==> src/rtl/fp32_to_int_conv.sv <==
// fp32_to_int_conv: pipelined binary32 to integer converter with rounding modes, saturation and status flags
module fp32_to_int_conv #(
    parameter int OUT_W = 32
) (
    input  logic             clk,
    input  logic             rst,
    input  logic             in_valid,
    output logic             in_ready,
    input  logic [31:0]      in_data,
    input  logic [1:0]       rnd_mode,
    input  logic             signed_out,
    output logic             out_valid,
    input  logic             out_ready,
    output logic [OUT_W-1:0] out_data,
    output logic             out_ovf,
    output logic             out_inexact,
    output logic             out_nan
);
    localparam int               FW      = OUT_W + 24;
    localparam logic [7:0]       OVF_EXP = 8'(127 + OUT_W + 1);
    localparam logic [OUT_W+1:0] SMAX    = {3'b000, {(OUT_W-1){1'b1}}};
    localparam logic [OUT_W+1:0] SMIN    = {3'b001, {(OUT_W-1){1'b0}}};
    localparam logic [OUT_W+1:0] UMAX    = {2'b00, {OUT_W{1'b1}}};

    logic             en;
    logic             v0, v1;
    logic [31:0]      q_data;
    logic [1:0]       q_mode;
    logic             q_sgn;
    logic [7:0]       exp_f;
    logic [22:0]      frac;
    logic             is_nan, is_den, is_zexp, pre_ovf, tiny, half, kill;
    logic [7:0]       sh;
    logic [FW-1:0]    full;
    logic [OUT_W:0]   d_mag;
    logic             d_g, d_s;
    logic             s1_sign, s1_g, s1_s, s1_den, s1_povf, s1_nan, s1_sgn;
    logic [1:0]       s1_mode;
    logic [OUT_W:0]   s1_mag;
    logic             inc, big_p, big_n, r_ovf, r_inx;
    logic [OUT_W+1:0] rnd;
    logic [OUT_W-1:0] r_data;

    // The whole pipeline advances together unless a result is waiting on the consumer
    assign en       = ~out_valid | out_ready;
    assign in_ready = en;

    // Valid bits for capture, aligned and output stages
    always_ff @(posedge clk or posedge rst) begin
        if (rst) begin
            v0        <= 1'b0;
            v1        <= 1'b0;
            out_valid <= 1'b0;
        end else if (en) begin
            v0        <= in_valid;
            v1        <= v0;
            out_valid <= v1;
        end
    end

    // Capture the operand together with its own rounding mode and signedness
    always_ff @(posedge clk or posedge rst) begin
        if (rst) begin
            q_data <= '0;
            q_mode <= '0;
            q_sgn  <= 1'b0;
        end else if (en && in_valid) begin
            q_data <= in_data;
            q_mode <= rnd_mode;
            q_sgn  <= signed_out;
        end
    end

    // Classify and align the significand into integer magnitude, guard and sticky
    always_comb begin
        exp_f   = q_data[30:23];
        frac    = q_data[22:0];
        is_zexp = ~|exp_f;
        is_nan  = &exp_f & |frac;
        is_den  = is_zexp & |frac;
        pre_ovf = ~is_nan & (exp_f >= OVF_EXP);
        tiny    = exp_f < 8'd127;
        half    = exp_f == 8'd126;
        kill    = pre_ovf | is_nan | is_zexp;
        sh      = exp_f - 8'd127;
        full    = {{OUT_W{1'b0}}, 1'b1, frac} << sh;
        d_mag   = (kill | tiny) ? '0 : full[FW-1:23];
        d_g     = kill ? 1'b0 : tiny ? half : full[22];
        d_s     = kill ? 1'b0 : tiny ? (~half | |frac) : |full[21:0];
    end

    // Aligned-stage register
    always_ff @(posedge clk or posedge rst) begin
        if (rst) begin
            s1_sign <= 1'b0;
            s1_mag  <= '0;
            s1_g    <= 1'b0;
            s1_s    <= 1'b0;
            s1_den  <= 1'b0;
            s1_povf <= 1'b0;
            s1_nan  <= 1'b0;
            s1_mode <= '0;
            s1_sgn  <= 1'b0;
        end else if (en && v0) begin
            s1_sign <= q_data[31];
            s1_mag  <= d_mag;
            s1_g    <= d_g;
            s1_s    <= d_s;
            s1_den  <= is_den;
            s1_povf <= pre_ovf;
            s1_nan  <= is_nan;
            s1_mode <= q_mode;
            s1_sgn  <= q_sgn;
        end
    end

    // Round the magnitude, apply the sign, then clamp to the selected range
    always_comb begin
        inc    = s1_mode == 2'd0 ? s1_g :
                 s1_mode == 2'd1 ? 1'b0 :
                 s1_mode == 2'd2 ? s1_sign & (s1_g | s1_s) :
                                   ~s1_sign & (s1_g | s1_s);
        rnd    = {1'b0, s1_mag} + {{(OUT_W+1){1'b0}}, inc};
        big_p  = s1_povf | (rnd > (s1_sgn ? SMAX : UMAX));
        big_n  = s1_povf | (s1_sgn ? (rnd > SMIN) : (rnd != '0));
        r_data = s1_nan  ? '0 :
                 ~s1_sign ? (big_p ? (s1_sgn ? {1'b0, {(OUT_W-1){1'b1}}} : {OUT_W{1'b1}}) : rnd[OUT_W-1:0]) :
                 ~s1_sgn  ? '0 :
                 big_n    ? {1'b1, {(OUT_W-1){1'b0}}} : '0 - rnd[OUT_W-1:0];
        r_ovf  = ~s1_nan & (s1_sign ? big_n : big_p);
        r_inx  = ~s1_nan & (s1_g | s1_s | s1_den);
    end

    // Output register holds result and flags until consumed
    always_ff @(posedge clk or posedge rst) begin
        if (rst) begin
            out_data    <= '0;
            out_ovf     <= 1'b0;
            out_inexact <= 1'b0;
            out_nan     <= 1'b0;
        end else if (en && v1) begin
            out_data    <= r_data;
            out_ovf     <= r_ovf;
            out_inexact <= r_inx;
            out_nan     <= s1_nan;
        end
    end
endmodule

==> config.mk <==
export PLATFORM = sky130hd
export DESIGN_NAME = fp32_to_int_conv
export DESIGN_NICKNAME = d
export VERILOG_FILES = /design/src/rtl/fp32_to_int_conv.sv
export SDC_FILE = /design/constraint.sdc
export NUM_CORES = 1
export LEC_CHECK = 0
export ABC_AREA = 1
export CORE_MARGIN = 8
export CORE_UTILIZATION = 53
export DETAILED_ROUTE_END_ITERATION = 8
export PLACE_DENSITY = 0.79
export SETUP_SLACK_MARGIN = 0.1
export SYNTH_ARGS = -nofsm -noshare
export SYNTH_HDL_FRONTEND = slang
export SYNTH_SLANG_ARGS = --single-unit
==> constraint.sdc <==
create_clock -name clk -period 8.85 [get_ports clk]
set_clock_uncertainty 0.05 [all_clocks]
set_input_delay 0.885 -clock clk [delete_from_list [all_inputs] [get_ports clk]]
set_output_delay 0.885 -clock clk [all_outputs]
set_load 0.005 [all_outputs]
## Word-level counts from Yosys, hierarchy flattened

Cells that the tools add are included.

- Register bits after elaboration: 115
- Input port bits: 39
- Output and inout port bits: 37
- Word-level logic and storage cells: 78

- Add/sub/neg operators: 3
- Magnitude comparators: 4
- Equal/unequal tests: 3
- Shifts and indexed selects: 1
- Muxes and demuxes: 17
- Bitwise operators: 21
- Reduce and logical (&&, ||, !) cells: 10

Operators by type and width:

| cell | number |
|---|---|
| $mux W32 | 7 |
| $shl A24 B8 Y56 | 1 |
| $add A33 B1 Y34 | 1 |
| $gt A34 B32 Y1 | 1 |
| $gt A34 B32 Y1 const B | 1 |
| $reduce_bool A34 Y1 | 1 |
| $mux W33 | 1 |
| $sub A1 B32 Y32 const A | 1 |
| $reduce_or A23 Y1 | 1 |
| $reduce_or A22 Y1 | 1 |
| $mux W1 | 9 |
| $or A1 B1 Y1 | 9 |
| $eq A8 B7 Y1 const B | 1 |
| $ge A8 B8 Y1 const B | 1 |
| $lt A8 B7 Y1 const B | 1 |
| $reduce_and A8 Y1 | 1 |
| $reduce_or A8 Y1 | 1 |
| $sub A8 B7 Y8 const B | 1 |
| $and A1 B1 Y1 | 7 |
| $not A1 Y1 | 5 |
| $logic_and A1 B1 Y1 | 3 |
| $eq A2 B1 Y1 const B | 1 |
| $eq A2 B2 Y1 const B | 1 |
| $logic_not A2 Y1 | 1 |
| $logic_not A1 Y1 | 1 |

## Logic depth before layout (Yosys ltp)

- Word-level depth: 13
- Mapped depth: 28

## Worst setup path before layout

Ideal clock, no wire load.

- Path kind: reg-to-reg
- From: register s1_sign
- To: register out_data[7]
- Arrival: 3.787 ns
- Path slack: 4.896 ns
- Cell stages (with the launch flop): 29
- Buffers on the path: 2
- Period minus slack after synthesis: 3.954 ns
- Cell sequence: dfrtp_1 > clkinv_1 > clkbuf_1 > a21oi_1 > o21ai_0 > inv_1 > ha_1 > nand2_1 > nor2_4 > nand2_4 > nor2_8 > nand3_4 > nor2_1 > nand3_1 > nor2_1 > nand2_1 > xor2_1 > inv_1 > ha_1 > nand2_1 > nor2_1 > nand3_2 > o21ai_4 > nand2_4 > nand2_4 > buf_6 > nand3b_1 > nand2_1 > nand2_1

- Cells in the longest elaborated chain, start to end: 13
- Elaborated cells between the ends (all ways): 19
- Those cells by class: add/sub: 2; order compare: 2; mux: 9; bitwise: 5; reduce/logical: 1

RTL lines:

| item | line | source |
|---|---|---|
| start: declaration | 37 | `logic s1_sign, s1_g, s1_s, s1_den, s1_povf, s1_nan, s1_sgn;` |
| start signal: assignment | 105 | `s1_sign <= q_data[31];` |
| $not A1 Y1 | - |  |
| $and A1 B1 Y1 | 122 | `~s1_sign & (s1_g \| s1_s);` |
| $mux W1 | 121 | `s1_mode == 2'd2 ? s1_sign & (s1_g \| s1_s) :` |
| $mux W1 | 120 | `s1_mode == 2'd1 ? 1'b0 :` |
| $mux W1 | 119 | `inc = s1_mode == 2'd0 ? s1_g :` |
| $add A33 B1 Y34 | 123 | `rnd = {1'b0, s1_mag} + {{(OUT_W+1){1'b0}}, inc};` |
| $gt A34 B32 Y1 or $reduce_bool A34 Y1 (tied branches) | 125 | `big_n = s1_povf \| (s1_sgn ? (rnd > SMIN) : (rnd != '0));` |
| $mux W1 | 125 |  |
| $or A1 B1 Y1 | 125 |  |
| $mux W32 | 129 | `big_n ? {1'b1, {(OUT_W-1){1'b0}}} : '0 - rnd[OUT_W-1:0];` |
| $mux W32 | 128 | `~s1_sgn ? '0 :` |
| $mux W32 (*) | 127 | `~s1_sign ? (big_p ? (s1_sgn ? {1'b0, {(OUT_W-1){1'b1}}} : {OUT_W{1'b1}}) : rnd[OUT_W-1:0]) :` |
| $mux W32 (*) | 126 | `r_data = s1_nan ? '0 :` |
| end signal: assignment | 142 | `out_data <= r_data;` |
| end: declaration | 14 | `output logic [OUT_W-1:0] out_data,` |

Every way passes the cells marked *; elsewhere a longest branch is shown, timed or not.
A chain may end at the register's enable or synchronous reset.

## Worst setup path after layout

- From: register s1_sign
- To: register out_data[2]

Same word-level chain as after synthesis.

==> impl_metrics.json <==
{
  "yosysWarningCount": 0,
  "dpl.hpwl_um": 20610,
  "syn-instance-count": 1341,
  "p_comb_frac": 0.600,
  "slowest_delay_ns": 0.52,
  "drt-total-wl_um": 26720,
  "cp-endpoint": "out_data[2]$_DFFE_PP0P_",
  "ys_async_sr_fraction": 1.000,
  "status": "completed",
  "cts-resized-gates": 0,
  "synthDistinctLibCells": 48,
  "cts_buffers": 17,
  "clock_latency_ns": 0.44,
  "finalHoldViolCount": 0,
  "startpoint_type": "flop",
  "cp-end-kind": "flop",
  "cts_tree": "built",
  "ys.flop_type": "dfrtp_1",
  "post_cts_buffers": 0,
  "finalCritPeriodShare": 0.5590,
  "crit_fanout": 20,
  "drc": 0,
  "ir_drop_mv": 0.1865,
  "nFillCells": 1558,
  "antenna_found_initial": 0,
  "drive_gt1_frac": 0.07418,
  "synth.top_cell.area_share": 0.3270,
  "fp.dieH_um": 144.9,
  "dieArea_um2": 20980,
  "grt_max_degree": 86,
  "reg2reg_from": "s1_sign$_DFFE_PP0P_",
  "syn_to_final_growth_pct": 16.71,
  "clock_path_buffers": 2,
  "avgSynthCellArea_um2": 6.562,
  "worstMarginPinSlew_ns": 1.086,
  "cp_slowest_cell": "clkinv_1",
  "yosysTopAreaCell": "dfrtp_1",
  "initial_core_util": 0.5363,
  "grt_pass1_wl_um": 43760,
  "syn_nets": 1388,
  "critPathKind": "flop to flop",
  "wl_per_cell_um": 16.47,
  "min_period_ns": 4.948,
  "min_path_cells": 2,
  "max_freq_mhz": 202.1,
  "nets": 1436,
  "row_count": 47,
  "antenna_cells": 0,
  "setup_viol": 0,
  "port_buffers": 75,
  "yosysSeqAreaShare": 0.3270,
  "cts-root-buf": "clkbuf_16",
  "firstDrtPassIters": 7,
  "report.final.slew_viol_count": 0,
  "rr_endpoint": "out_data[2]$_DFFE_PP0P_",
  "ios": 76,
  "grtUsageTotal": 0.2640,
  "holdCritPathClass": "flop to flop",
  "cts-hold-fix-buffers": 0,
  "cts_max_level": 4,
  "finalSetupTns_ns": 0,
  "antenna_left": 0,
  "synth_area_leaders": "dfrtp_1, nand2_1, nand3_1",
  "grt_pass1_vias": 8601,
  "p_int_mw": 1.918,
  "r2r_slack_ns": 3.90,
  "crit_start": "s1_sign$_DFFE_PP0P_",
  "vias": 9285,
  "design.core.area_um2": 16410,
  "grt-ovfl-total": 0,
  "crit_top_cell": "nand2_1",
  "clkTransAtPathRegs_ns": 0.06,
  "synth-seq-cells": 115,
  "die_w_um": 144.9,
  "p_sw_frac": 0.5145,
  "p_per_area_nw_per_um2": 384.6,
  "rsz0062_at_grt": "false",
  "cts_num_sinks": 115,
  "vias_per_cell": 5.724,
  "netlist_area_um2": 8800,
  "total_power_mw": 3.950,
  "reg2reg_depth": 26,
  "p_sw_mw": 2.032,
  "arrival_ns": 5.22,
  "drt-initial-drc-count": 941,
  "seqPwrFrac": 0.219,
  "cp.required_ns": 9.12,
  "maxCapViolCount": 0,
  "synth_edf_count": 0,
  "clock_power_share": 0.181,
  "p_leak_nw": 4.865,
  "slew_headroom": 0.2763,
  "gp_congestion": 0.9886
}
critical path: cells and delay by family, from the launching register on:
kind | cells | cell delay, ns
buffers and inverters | 3 | 0.80
and+or+nand+nor | 17 | 1.99
adders and majority gates | 2 | 0.50
AOI/OAI and AO/OA | 3 | 0.83
DFF | 1 | 0.34
xor gates and xnor gates | 1 | 0.29
worst min-delay path by stage:
stage               slack, ns                       end                startpoint
global placement         0.40     out_valid$_DFFE_PP0N_            v1$_DFFE_PP0N_
CTS                      0.43     out_valid$_DFFE_PP0N_            v1$_DFFE_PP0N_
global route             0.45     out_valid$_DFFE_PP0N_            v1$_DFFE_PP0N_
detailed placement       0.41  out_data[20]$_DFFE_PP0P_  out_data[20]$_DFFE_PP0P_
finish                   0.42     out_valid$_DFFE_PP0N_            v1$_DFFE_PP0N_
floorplan                0.38     out_valid$_DFFE_PP0N_            v1$_DFFE_PP0N_
cell families (layout without fill, tap and decap cells):
kind of cell	count (synthesis)	in the layout	synth area share
AND/OR/NAND/NOR	822	822	0.4153
flip-flops	115	115	0.3270
buffers and inverters	178	239	0.08048
AO/OA/AOI/OAI	167	167	0.1099
XOR/XNOR	39	39	0.04052
adder cells (fa/ha/maj)	8	8	0.01138
multiplexers	12	12	0.01536
stage by stage:
step                      hold slack (ns)  instances  instance area, µm²  setup WS (ns)  utilization
after global placement             0.4049       1590                9672          4.049       0.5895
after global routing               0.4509       1622               10270          3.549       0.6259
after floorplan                    0.3817       1341                8800          4.871            -
after CTS                          0.4294       1622               10270          3.956       0.6259
after detailed placement           0.4139       1590                9672          3.998       0.5895
final                              0.4206       1622               10270          3.902       0.6259
cell type report:
| class | instances | area [µm²] | area share |
|---|---|---|---|
| inverter | 121 | 461.7 | 0.04496 |
| clock inverter | 15 | 172.7 | 0.01681 |
| clock buffer | 17 | 425.4 | 0.04142 |
| tap | 220 | 275.3 | 0.02680 |
| timing repair buffer | 86 | 833.3 | 0.08114 |
| multi-input combinational | 1048 | 5224 | 0.5087 |
| sequential | 115 | 2878 | 0.2802 |
cells in the final DEF (no fill, tap or decap), types with 3 or more instances in the layout:
master,n
nand2_1,375
nand3_1,202
nor2_1,141
dfrtp_1,115
inv_1,109
clkdlybuf4s50_1,75
o21ai_0,56
a21oi_1,53
nand4_1,36
xor2_1,31
nor3_1,20
clkbuf_16,17
o21ai_1,13
mux2_2,12
nor2_2,11
o221ai_1,11
buf_4,11
a31oi_1,10
nand2_2,8
ha_1,8
o22ai_1,7
clkinv_1,6
o211ai_1,6
xnor2_1,5
clkinv_4,5
nor2_4,4
inv_2,4
o21a_1,4
nor4_1,4
inv_6,4
nand2_4,3
nand3_2,3
xor2_2,3
or2_2,3
nand3b_1,3
metal layers:
| metal | wire, µm | global-route usage |
|---|---|---|
| met1 | 11680 | 0.3452 |
| met2 | 12100 | 0.4194 |
| met4 | 768 | 0.1024 |
| met5 | 0 | 0 |
| met3 | 2160 | 0.05512 |
cells in the mapped netlist (all sizes together) (2+ instances only):
cell type and number:
a21oi 53, a31oi 10, and2 2, buf 17, clkbuf 40, clkinv 7, dfrtp 115, ha 8
inv 114, mux2 12, nand2 386, nand3 206, nand3b 3, nand4 36, nor2 157, nor3 22
nor4 4, o211ai 6, o21a 4, o21ai 72, o221ai 11, o22ai 7, or2 4, xnor2 5
xor2 34
power by group through the flow:
stage          Combinational, mW  Sequential (mW)  Clock (mW)
6_report                    2.37            0.865       0.714
5_1_grt                     2.64            0.886       0.737
4_1_cts                     2.33            0.862       0.714
3_5_place_dp                2.31            0.870           0
3_3_place_gp                2.29            0.865           0
2_1_floorplan               1.70            0.827           0
sequential cells by signal (all words and copies together), names as in the netlist, 2 cells and up:
register	cells
s1_mag	33
out_data	32
q_data	32
q_mode	2
s1_mode	2
No activity file was read; power rests on OpenSTA's default activity.
